### config.mk
export PLATFORM = sky130hd
export DESIGN_NAME = wordle_guess_eval
export DESIGN_NICKNAME = d
export VERILOG_FILES = /design/src/rtl/wordle_pkg.sv /design/src/rtl/wordle_first_match.sv /design/src/rtl/wordle_guess_eval.sv
export SDC_FILE = /design/constraint.sdc
export NUM_CORES = 1
export LEC_CHECK = 0
export BUFFER_PORTS_ARGS = -buffer_cell sky130_fd_sc_hd__buf_2
export CAP_MARGIN = 20
export CELL_PAD_IN_SITES_DETAIL_PLACEMENT = 2
export CELL_PAD_IN_SITES_GLOBAL_PLACEMENT = 2
export CORE_MARGIN = 2
export CORE_UTILIZATION = 35
export DETAILED_ROUTE_END_ITERATION = 7
export PLACE_DENSITY = 0.8
export SLEW_MARGIN = 25
export SYNTH_ARGS = -nofsm -noshare
export SYNTH_HDL_FRONTEND = slang
export SYNTH_SLANG_ARGS = --single-unit
### constraint.sdc
create_clock -name clk -period 6.55 [get_ports clk]
set_clock_uncertainty 0.1 [all_clocks]
set_input_delay 0.9825 -clock clk [delete_from_list [all_inputs] [get_ports clk]]
set_output_delay 0.9825 -clock clk [all_outputs]
set_load 0.02 [all_outputs]
### src/rtl/wordle_pkg.sv
// Shared Wordle types and constants: letter/word geometry, tile colours and
// the scoring FSM encoding. Also used by the VGA renderer.
package wordle_pkg;

    localparam int LETTER_W = 5;
    localparam int WORD_LEN = 5;
    localparam int WORD_W   = LETTER_W * WORD_LEN;
    localparam int RESULT_W = 2 * WORD_LEN;

    typedef logic [1:0] colour_t;
    localparam colour_t GRAY   = 2'b00;
    localparam colour_t YELLOW = 2'b01;
    localparam colour_t GREEN  = 2'b10;

    // Codes 26..31 are blanks and must never match, not even each other.
    localparam logic [LETTER_W-1:0] BLANK_MIN = 5'd26;

    typedef enum logic [1:0] {
        ST_IDLE,
        ST_GREEN,
        ST_YELLOW,
        ST_DONE
    } state_t;

    function automatic logic is_letter(input logic [LETTER_W-1:0] code);
        return code < BLANK_MIN;
    endfunction

endpackage

### src/rtl/wordle_first_match.sv
// Combinational priority finder: lowest unused target position holding the
// given guess letter, returned as a found flag plus a one-hot position.
module wordle_first_match
    import wordle_pkg::*;
(
    input  logic [LETTER_W-1:0] letter,
    input  logic [WORD_W-1:0]   target,
    input  logic [WORD_LEN-1:0] used,
    output logic                found,
    output logic [WORD_LEN-1:0] onehot
);

    logic [WORD_LEN-1:0] cand;

    generate
        for (genvar gi = 0; gi < WORD_LEN; gi++) begin : g_cand
            assign cand[gi] = !used[gi] && is_letter(letter)
                              && (target[gi*LETTER_W +: LETTER_W] == letter);
        end
    endgenerate

    assign found  = |cand;
    // Two's-complement trick isolates the lowest set bit, i.e. the lowest j.
    assign onehot = cand & (~cand + 1'b1);

endmodule

### src/rtl/wordle_guess_eval.sv
// Sequential Wordle scoring engine: one green pass, five single-letter yellow
// passes with consume-once duplicate handling, then attempt/win bookkeeping.
module wordle_guess_eval
    import wordle_pkg::*;
#(
    parameter int MAX_GUESSES = 6
) (
    input  logic                clk,
    input  logic                clr,
    input  logic                new_game,
    input  logic                start,
    input  logic [WORD_W-1:0]   guess,
    input  logic [WORD_W-1:0]   target,
    output logic                busy,
    output logic                done,
    output logic [RESULT_W-1:0] result,
    output logic [2:0]          attempt,
    output logic                win,
    output logic                game_over
);

    localparam logic [2:0] ATTEMPT_MAX = 3'(MAX_GUESSES);
    localparam logic [2:0] LAST_IDX    = 3'(WORD_LEN - 1);

    state_t               state_reg, state_next;
    logic [WORD_W-1:0]    guess_reg, target_reg;
    colour_t              result_reg [WORD_LEN];
    logic [WORD_LEN-1:0]  used_reg;
    logic [2:0]           idx_reg;
    logic [2:0]           attempt_reg;
    logic                 win_reg;

    logic [LETTER_W-1:0]  guess_letter [WORD_LEN];
    logic [WORD_LEN-1:0]  green_hit;
    logic [RESULT_W-1:0]  result_packed;
    logic                 fm_found;
    logic [WORD_LEN-1:0]  fm_onehot;

    generate
        for (genvar gi = 0; gi < WORD_LEN; gi++) begin : g_lane
            assign guess_letter[gi] = guess_reg[gi*LETTER_W +: LETTER_W];
            assign green_hit[gi]    = is_letter(guess_letter[gi])
                                      && (guess_letter[gi] == target_reg[gi*LETTER_W +: LETTER_W]);
            assign result_packed[2*gi +: 2] = result_reg[gi];
        end
    endgenerate

    wordle_first_match u_first_match (
        .letter (guess_letter[idx_reg]),
        .target (target_reg),
        .used   (used_reg),
        .found  (fm_found),
        .onehot (fm_onehot)
    );

    assign game_over = win_reg || (attempt_reg == ATTEMPT_MAX);

    always_comb begin
        state_next = state_reg;
        case (state_reg)
            ST_IDLE:   if (!new_game && start && !game_over) state_next = ST_GREEN;
            ST_GREEN:  state_next = ST_YELLOW;
            ST_YELLOW: if (idx_reg == LAST_IDX) state_next = ST_DONE;
            ST_DONE:   state_next = ST_IDLE;
            default:   state_next = ST_IDLE;
        endcase
    end

    always_ff @(posedge clk or posedge clr) begin
        if (clr) begin
            state_reg   <= ST_IDLE;
            guess_reg   <= '0;
            target_reg  <= '0;
            used_reg    <= '0;
            idx_reg     <= '0;
            attempt_reg <= '0;
            win_reg     <= 1'b0;
            for (int i = 0; i < WORD_LEN; i++) result_reg[i] <= GRAY;
        end else begin
            state_reg <= state_next;
            case (state_reg)
                ST_IDLE: begin
                    if (new_game) begin
                        attempt_reg <= '0;
                        win_reg     <= 1'b0;
                    end else if (state_next == ST_GREEN) begin
                        guess_reg  <= guess;
                        target_reg <= target;
                    end
                end
                ST_GREEN: begin
                    for (int i = 0; i < WORD_LEN; i++)
                        result_reg[i] <= green_hit[i] ? GREEN : GRAY;
                    used_reg <= green_hit;
                    idx_reg  <= '0;
                end
                ST_YELLOW: begin
                    if (result_reg[idx_reg] != GREEN && fm_found) begin
                        result_reg[idx_reg] <= YELLOW;
                        used_reg            <= used_reg | fm_onehot;
                    end
                    idx_reg <= idx_reg + 3'd1;
                end
                ST_DONE: begin
                    if (attempt_reg != ATTEMPT_MAX) attempt_reg <= attempt_reg + 3'd1;
                    if (result_packed == {WORD_LEN{GREEN}}) win_reg <= 1'b1;
                end
                default: ;
            endcase
        end
    end

    assign busy    = (state_reg != ST_IDLE);
    assign done    = (state_reg == ST_DONE);
    assign result  = result_packed;
    assign attempt = attempt_reg;
    assign win     = win_reg;

endmodule

==> reports/metrics.yaml, run 1 <==
synthesis:
  yosysUniqueCellTypes: 57
  synth_cells: 397
  synthMuxAreaShare_pct: 16.5
  synthAdderAreaFrac_pct: 2.39
  synthArstFlopShare_pct: 100
  synth_area_mm2: 0.00419
  synth_xor_area_share_pct: 6.26
  ys_ff_latch: 74
  yosys.area_share.simple_pct: 13.2
  synth_top_family_by_area: "multiplexers"
  yosys_warnings: 0
  synth_seq_area_share_pct: 44.2
  synth-edff-count: 0
  synth_compound_area_share_pct: 13.9
  syn-num-nets: 459
  synthFlopType: "dfrtp_1"
  avgSynthCellArea_um2: 10.6
timing:
  timing.final.crit_share_pct: 52.2
  rsz0062_at_grt: "no"
  setup_viol: 0
  clock.fmax_ghz: 0.293
  relSlewSlack_pct: 47.6
  hold_violations: 0
  tightest_slew_ns: 0.786
  fin_setup_tns_ns: 0
  finalWorstSetupSlack_ns: 3.13
  slew_viol_final: 0
  period_needed_ns: 3.42
placed_design:
  hpwl_um: 9520
  gp_congestion: 0.824
  pre_cts_ws_ns: 3.18
  dp.cells: 596
  io_buffers: 70
setup_path:
  worstReg2RegEnd: "result[7]"
  ff2ff_setup_slack_ns: 3.13
  critPathLaunchType: "flop"
  path_delay_family: "compound AO/OA/AOI/OAI gates"
  critPathMaxStageDelay_ns: 0.85
  cp_slowest_cell: "dfrtp_1"
  rr_worst_depth: 8
  r2r_start: "idx_reg[1]"
  crit_type: "reg2reg"
  crit_chain: "mux2_4 > a32o_1 > or3_1 > a221oi_1 > nand4_1 > and4_1 > a221oi_1 > o22ai_1"
  worstPathMaxFanout: 21
  critPathRequiredTime_ns: 6.66
  crit_arrival_ns: 3.52
  critPathMostFrequentCell: "a221oi_1"
  worst-path-buf-inv: 0
  endpoint_kind: "flop"
grt:
  grt_pass1_wl_um: 21200
  antenna_found_initial: 0
  grt-ovfl-total: 0
  grt_max_degree: 75
  grt_use_total_pct: 21.2
  grt_pass1_vias: 3929
route:
  wl_per_cell_um: 20.8
  finalWirelength_um: 12800
  ant_nets: 0
  drt-pass1-iter-count: 4
  drt-initial-drc-count: 124
  vias: 3433
  drc_errors: 0
  viasPerCell: 5.61
clock_tree:
  cts_tree: "yes"
  post_cts_buffers: 0
  cts_root_buf: "clkbuf_16"
  cts_made_buffers: 9
  clk_pin_slew_worst_paths_ns: 0.06
  cts-htree-levels: 3
  cts.path.max_buffers: 2
  cts.hold.buffers_added: 0
  cts_sinks: 74
  clk_latency_ns: 0.34
  cts-resized-gates: 0
floorplan:
  initial_utilization_pct: 36.3
  core_mm2: 0.0116
  rows: 39
  die_y_um: 113
  die_area_mm2: 0.0129
  top_level_ports: 71
  die_x_um: 113
layout:
  antenna_cells: 0
  layoutNonFillerInstCount: 612
  drive_gt1_share_pct: 32.0
  fin_nets: 526
  final_core_util_pct: 42.8
  area_growth_pct: 18.1
worst_hold_path:
  hold_path_startpoint: "win"
  hold_class: "reg2reg"
  whs_path_depth: 2
  min_to: "win"
power:
  power_w: 0.00264
  ir_worst_vdd_uv: 203
  p_leak_nw: 2.17
  p_per_area_mw_per_mm2: 534
flow_run:
  max_cap_viol_count: 0
outcome:
  status: "complete, no violations"
## how the worst max path moves through the flow
stage / slack [ns] / end / depth (start not counted) / start
after global routing: 2.83 / result[9] / 8 / idx_reg[0]
after CTS: 3.16 / result[7] / 8 / idx_reg[1]
after floorplan: 3.59 / attempt[0] / 1 / clr
final: 3.13 / result[7] / 8 / idx_reg[1]
after detailed placement: 3.18 / result[7] / 8 / idx_reg[1]
after global placement: 3.32 / result[3] / 8 / idx_reg[1]
## kinds of logic (layout without fill, tap and decap cells)
logic type / after synthesis / after routing
AOI/OAI and AO/OA: 91 / 91
DFF: 74 / 74
adders and majority gates: 8 / 8
muxes: 61 / 61
and+or+nand+nor: 101 / 101
buffers and inverters: 32 / 104
xor gates and xnor gates: 30 / 30
## final cells by class
cell class,count,area (µm²)
Fill cell,1237,6610
Multi-Input combinational cell,291,2200
Sequential cell,74,1850
Inverter,16,60.1
Timing Repair Buffer,72,369
Clock inverter,6,66.3
Clock buffer,10,229
Tap cell,143,179
## cell usage in the layout (no fill, tap or decap), types with 3 or more instances in the layout
cell type	instances
nand2_1	23
nor2_1	13
xnor2_1	7
o21ai_1	4
a21oi_1	11
ha_1	8
o22ai_1	6
o31ai_1	3
clkbuf_16	9
nand3_1	13
mux2i_1	9
buf_2	70
xor2_1	23
nor2b_1	6
nand4_1	9
nor3_1	6
dfrtp_1	74
a22oi_1	3
mux2_2	50
a221oi_1	6
inv_1	13
o21ai_0	39
clkinvlp_4	3
or3_1	11
## power by group
part | switching (W) | internal (W) | leakage [nW]
clock | 0.000202 | 0.000296 | 0.135
sequential | 0.000304 | 0.000665 | 0.932
combinational | 0.000642 | 0.000535 | 1.11
total | 0.00115 | 0.00150 | 2.17
## tightest hold or removal path: stages, from the launching register on
cell and delay (ns):
dfrtp_1 0.36, o31ai_1 0.09, o41ai_1 0.06
## per-layer routing
metal	global-route usage (%)	part of all wire (%)	vias to the layer above
met1	27.7	46	1757
met3	2.82	3.2	14
met2	36.5	49	68
li1	-	-	1594
met5	0	0	-
met4	7.15	1.7	0
## through the flow
stage / hold WS (ns) / instance area, µm²
finish: 0.451 / 4950
global route: 0.490 / 4950
CTS: 0.460 / 4950
detailed placement: 0.420 / 4650
global placement: 0.418 / 4650
floorplan: 0.356 / 4190
## cells in the mapped netlist, drive strengths merged, types with 2 or more instances
master	n	share of area, %
buf	7	1.3
or4	2	0.36
o31a	2	0.42
nor2	13	1.2
a21oi	11	1.3
or3	11	1.6
nor2b	6	0.90
nor3	6	0.72
xnor2	7	1.5
mux2i	9	2.1
inv	15	1.3
nand4bb	2	0.54
ha	8	2.4
o2bb2ai	2	0.42
o21a	2	0.36
a22oi	3	0.54
o22ai	6	0.90
nand3	13	1.6
and4	2	0.42
a221oi	7	1.6
o31ai	3	0.54
nand4	10	1.6
mux2	51	14
dfrtp	74	44
xor2	23	4.8
clkbuf	9	0.81
o21ai	43	5.1
nand2	23	2.1
a31oi	2	0.30
a22o	2	0.42
nand3b	2	0.36
or2	2	0.30
nor4	2	0.30
Note: power is estimated with default switching activity, not from simulation.
==> run 2: changes to the inputs <==
--- a/config.mk
+++ b/config.mk
@@ -5,14 +5,15 @@
 export SDC_FILE = /design/constraint.sdc
 export NUM_CORES = 1
 export LEC_CHECK = 0
+export ABC_AREA = 1
 export BUFFER_PORTS_ARGS = -buffer_cell sky130_fd_sc_hd__buf_2
 export CAP_MARGIN = 20
 export CELL_PAD_IN_SITES_DETAIL_PLACEMENT = 2
 export CELL_PAD_IN_SITES_GLOBAL_PLACEMENT = 2
 export CORE_MARGIN = 2
-export CORE_UTILIZATION = 35
+export CORE_UTILIZATION = 33
 export DETAILED_ROUTE_END_ITERATION = 7
-export PLACE_DENSITY = 0.8
+export PLACE_DENSITY = 0.82
 export SLEW_MARGIN = 25
 export SYNTH_ARGS = -nofsm -noshare
 export SYNTH_HDL_FRONTEND = slang
==> constraint.sdc (replaced) <==
create_clock -name clk -period 3.3 [get_ports clk]
set_clock_uncertainty 0.1 [all_clocks]
set_input_delay 0.495 -clock clk [delete_from_list [all_inputs] [get_ports clk]]
set_output_delay 0.495 -clock clk [all_outputs]
set_load 0.02 [all_outputs]
==> run 2 against run 1 <==
  * Sequential power increased by 76%
  * Global-route usage increased by 1.9 points
  * Critical path type unchanged
  * First-iteration DRC count increased by 34%
  * Total power increased by 96%
  * Count of clock-buffer cells in the layout increased by 3
==> reports/metrics.yaml, run 2 <==
power:
  ir_worst_vdd_uv: 246  # +21%
  p_per_area_mw_per_mm2: 1020  # +91%
  power_w: 0.00517  # +96%
  p_leak_nw: 2.57  # +18%
setup_path:
  crit_chain: "inv_2 > nand4_1 > nand2_1 > o21ai_0 > nand2_1 > nor2_1 > nand2_1 > nor2_1 > nor2_2 > nand2_2 > o21bai_4 > nand2_2 > nand2_1 > nand2_1"
  cp_slowest_cell: "dfrtp_2"
  crit_arrival_ns: 3.02  # -0.50 ns
  critPathRequiredTime_ns: 3.44  # -3.22 ns
  crit_type: "reg2reg"
  critPathMaxStageDelay_ns: 0.48  # -0.37 ns
  critPathMostFrequentCell: "nand2_1"
  rr_worst_depth: 14  # +6
  worstPathMaxFanout: 13  # -38%
  endpoint_kind: "flop"
  critPathLaunchType: "flop"
floorplan:
  die_area_mm2: 0.0138  # +7.0%
  die_y_um: 117  # +3.4%
  initial_utilization_pct: 33.7  # -2.5 points
  die_x_um: 117  # +3.4%
  core_mm2: 0.0126  # +8.7%
  rows: 41  # +5.1%
  top_level_ports: 71  # unchanged
synthesis:
  synth_top_cell_area_share_pct: 43.7  # -0.48 points
  avgSynthCellArea_um2: 7.94  # -25%
  synth_cells: 534  # +35%
  yosysTopAreaCell: "dfrtp_1"
  synth.area.top_cells: "dfrtp_1, nand2_1, a21oi_1"
  synth_seq_area_share_pct: 43.7  # -0.48 points
  syn-num-nets: 596  # +30%
  synthFlopType: "dfrtp_1"
  yosysUniqueCellTypes: 33  # -42%
  synthArstFlopShare_pct: 100  # unchanged
  synth_most_common_cell: "nand2_1"
  yosys-top-cells-count: "nand2_1, dfrtp_1, nor2_1"
  yosys_warnings: 0  # unchanged
  ys_ff_latch: 74  # unchanged
  synth_area_mm2: 0.00424  # +1.1%
  synth-edff-count: 0  # unchanged
clock_tree:
  post_cts_buffers: 0  # unchanged
  cts.path.max_buffers: 2  # unchanged
  cts_sinks: 74  # unchanged
  cts_made_buffers: 9  # unchanged
  cts_root_buf: "clkbuf_16"
  cts_tree: "yes"
  clk_pin_slew_worst_paths_ns: 0.06  # about the same
  clk_latency_ns: 0.35  # about the same
  cts-htree-levels: 3  # unchanged
timing:
  timing.final.crit_share_pct: 87.3  # +35 points
  fin_setup_tns_ns: 0  # unchanged
  period_needed_ns: 2.88  # -0.537 ns
  rsz0062_at_grt: "no"
  relSlewSlack_pct: 71.8  # +24 points
  clock.fmax_ghz: 0.347  # +19%
  tightest_slew_ns: 0.423  # -0.363 ns
  finalWorstSetupSlack_ns: 0.420  # -2.71 ns
  setup_viol: 0  # unchanged
  slew_viol_final: 0  # unchanged
  hold_violations: 0  # unchanged
route:
  ant_nets: 0  # unchanged
  drc_errors: 0  # unchanged
  drt-pass1-iter-count: 4  # unchanged
  wl_per_cell_um: 18.7  # -10%
  drt-initial-drc-count: 166  # +34%
  viasPerCell: 5.16  # -8.1%
  vias: 4033  # +17%
  finalWirelength_um: 14600  # +15%
grt:
  antenna_found_initial: 0  # unchanged
  grt_use_total_pct: 23.1  # +1.9 points
  grt_max_degree: 79  # +5.3%
  grt-ovfl-total: 0  # unchanged
  grt_pass1_vias: 4659  # +19%
  grt_pass1_wl_um: 24900  # +17%
layout:
  drive_gt1_share_pct: 22.1  # -9.9 points
  final_common_cell: "nand2_1"
  fillCellCount: 1460  # +18%
  fin_nets: 667  # +27%
  finalInstanceArea_mm2: 0.00509  # +2.7%
  area_growth_pct: 20.0
  antenna_cells: 0  # unchanged
  final_cell_mix: "nand2_1, dfrtp_1, buf_2, nor2_1, inv_1"
placed_design:
  dpl_cell_area_mm2: 0.00479  # +2.9%
  gp_congestion: 0.878  # +6.6%
  pre_cts_ws_ns: 0.328  # -2.86 ns
  hpwl_um: 11200  # +18%
  io_buffers: 70  # unchanged
worst_hold_path:
  hold_class: "in2async"
flow_run:
  max_cap_viol_count: 0  # unchanged
outcome:
  status: "complete, no violations"
[run 2: repair_timing]
item,CTS,global route
endpoints found under the setup margin,0,10
endpoints found under the hold margin,0,0
hold buffers,0,0
gates resized for setup,0,2
[run 2: cells by family (layout without fill, tap and decap cells)]
logic type,after synthesis,after routing,synth area share [%]
adders and majority gates,8,8,2.36
AOI/OAI and AO/OA,109,109,14.9
DFF,74,74,43.7
xor gates and xnor gates,9,9,1.86
and+or+nand+nor,237,237,24.5
muxes,20,20,5.31
buffers and inverters,77,153,7.41
[run 2: routing by layer]
metal | vias up | wire (µm) | track usage [%]
met5 | - | 0 | 0
met4 | 0 | 290 | 8.66
met3 | 21 | 624 | 4.82
met2 | 83 | 7250 | 40.0
met1 | 1994 | 6480 | 28.2
li1 | 1935 | - | -
[run 2: final timing paths]
check	startpoint	end	slack, ns
worst max-delay path	idx_reg[2]	result[7]	0.42
worst min-delay path	clr	attempt[0]	0.02
worst max register to register	idx_reg[2]	result[7]	0.42
worst min register to register	used_reg[2]	used_reg[2]	0.42
max in group asynchronous	clr	target_reg[15]	2.32
min in group clk	target[4]	target_reg[4]	0.27
[run 2: report_power, final]
part / internal, W / leakage [nW] / total, W / switching [W]
sequential: 0.00128 / 0.885 / 0.00171 / 0.000435
clock: 0.000572 / 0.146 / 0.000962 / 0.000390
combinational: 0.000868 / 1.54 / 0.00250 / 0.00163
[run 2: layout make-up]
cell class                      instances  area, µm²  area share (%)
Clock buffer                           13        270            5.31
Inverter                               59        221            4.35
Tap cell                              172        215            4.23
Multi-Input combinational cell        383       2080            40.9
Clock inverter                          3       22.5           0.443
Timing Repair Buffer                   78        423            8.31
Sequential cell                        74       1850            36.4
[run 2: per-stage QoR]
stage | instances | hold WS (ns) | utilization, %
floorplan | 534 | 0.343 | -
global placement | 766 | 0.387 | 38.1
detailed placement | 766 | 0.403 | 38.1
CTS | 782 | 0.0288 | 40.4
global route | 782 | 0.0471 | 40.5
finish | 782 | 0.0201 | 40.5
[run 2: worst max-delay path: cells and delay by family, from the launching register on]
family,cells,cell delay [ns]
flip-flops,1,0.48
AO/OA/AOI/OAI,2,0.49
buffers and inverters,1,0.24
AND/OR/NAND/NOR,11,1.46
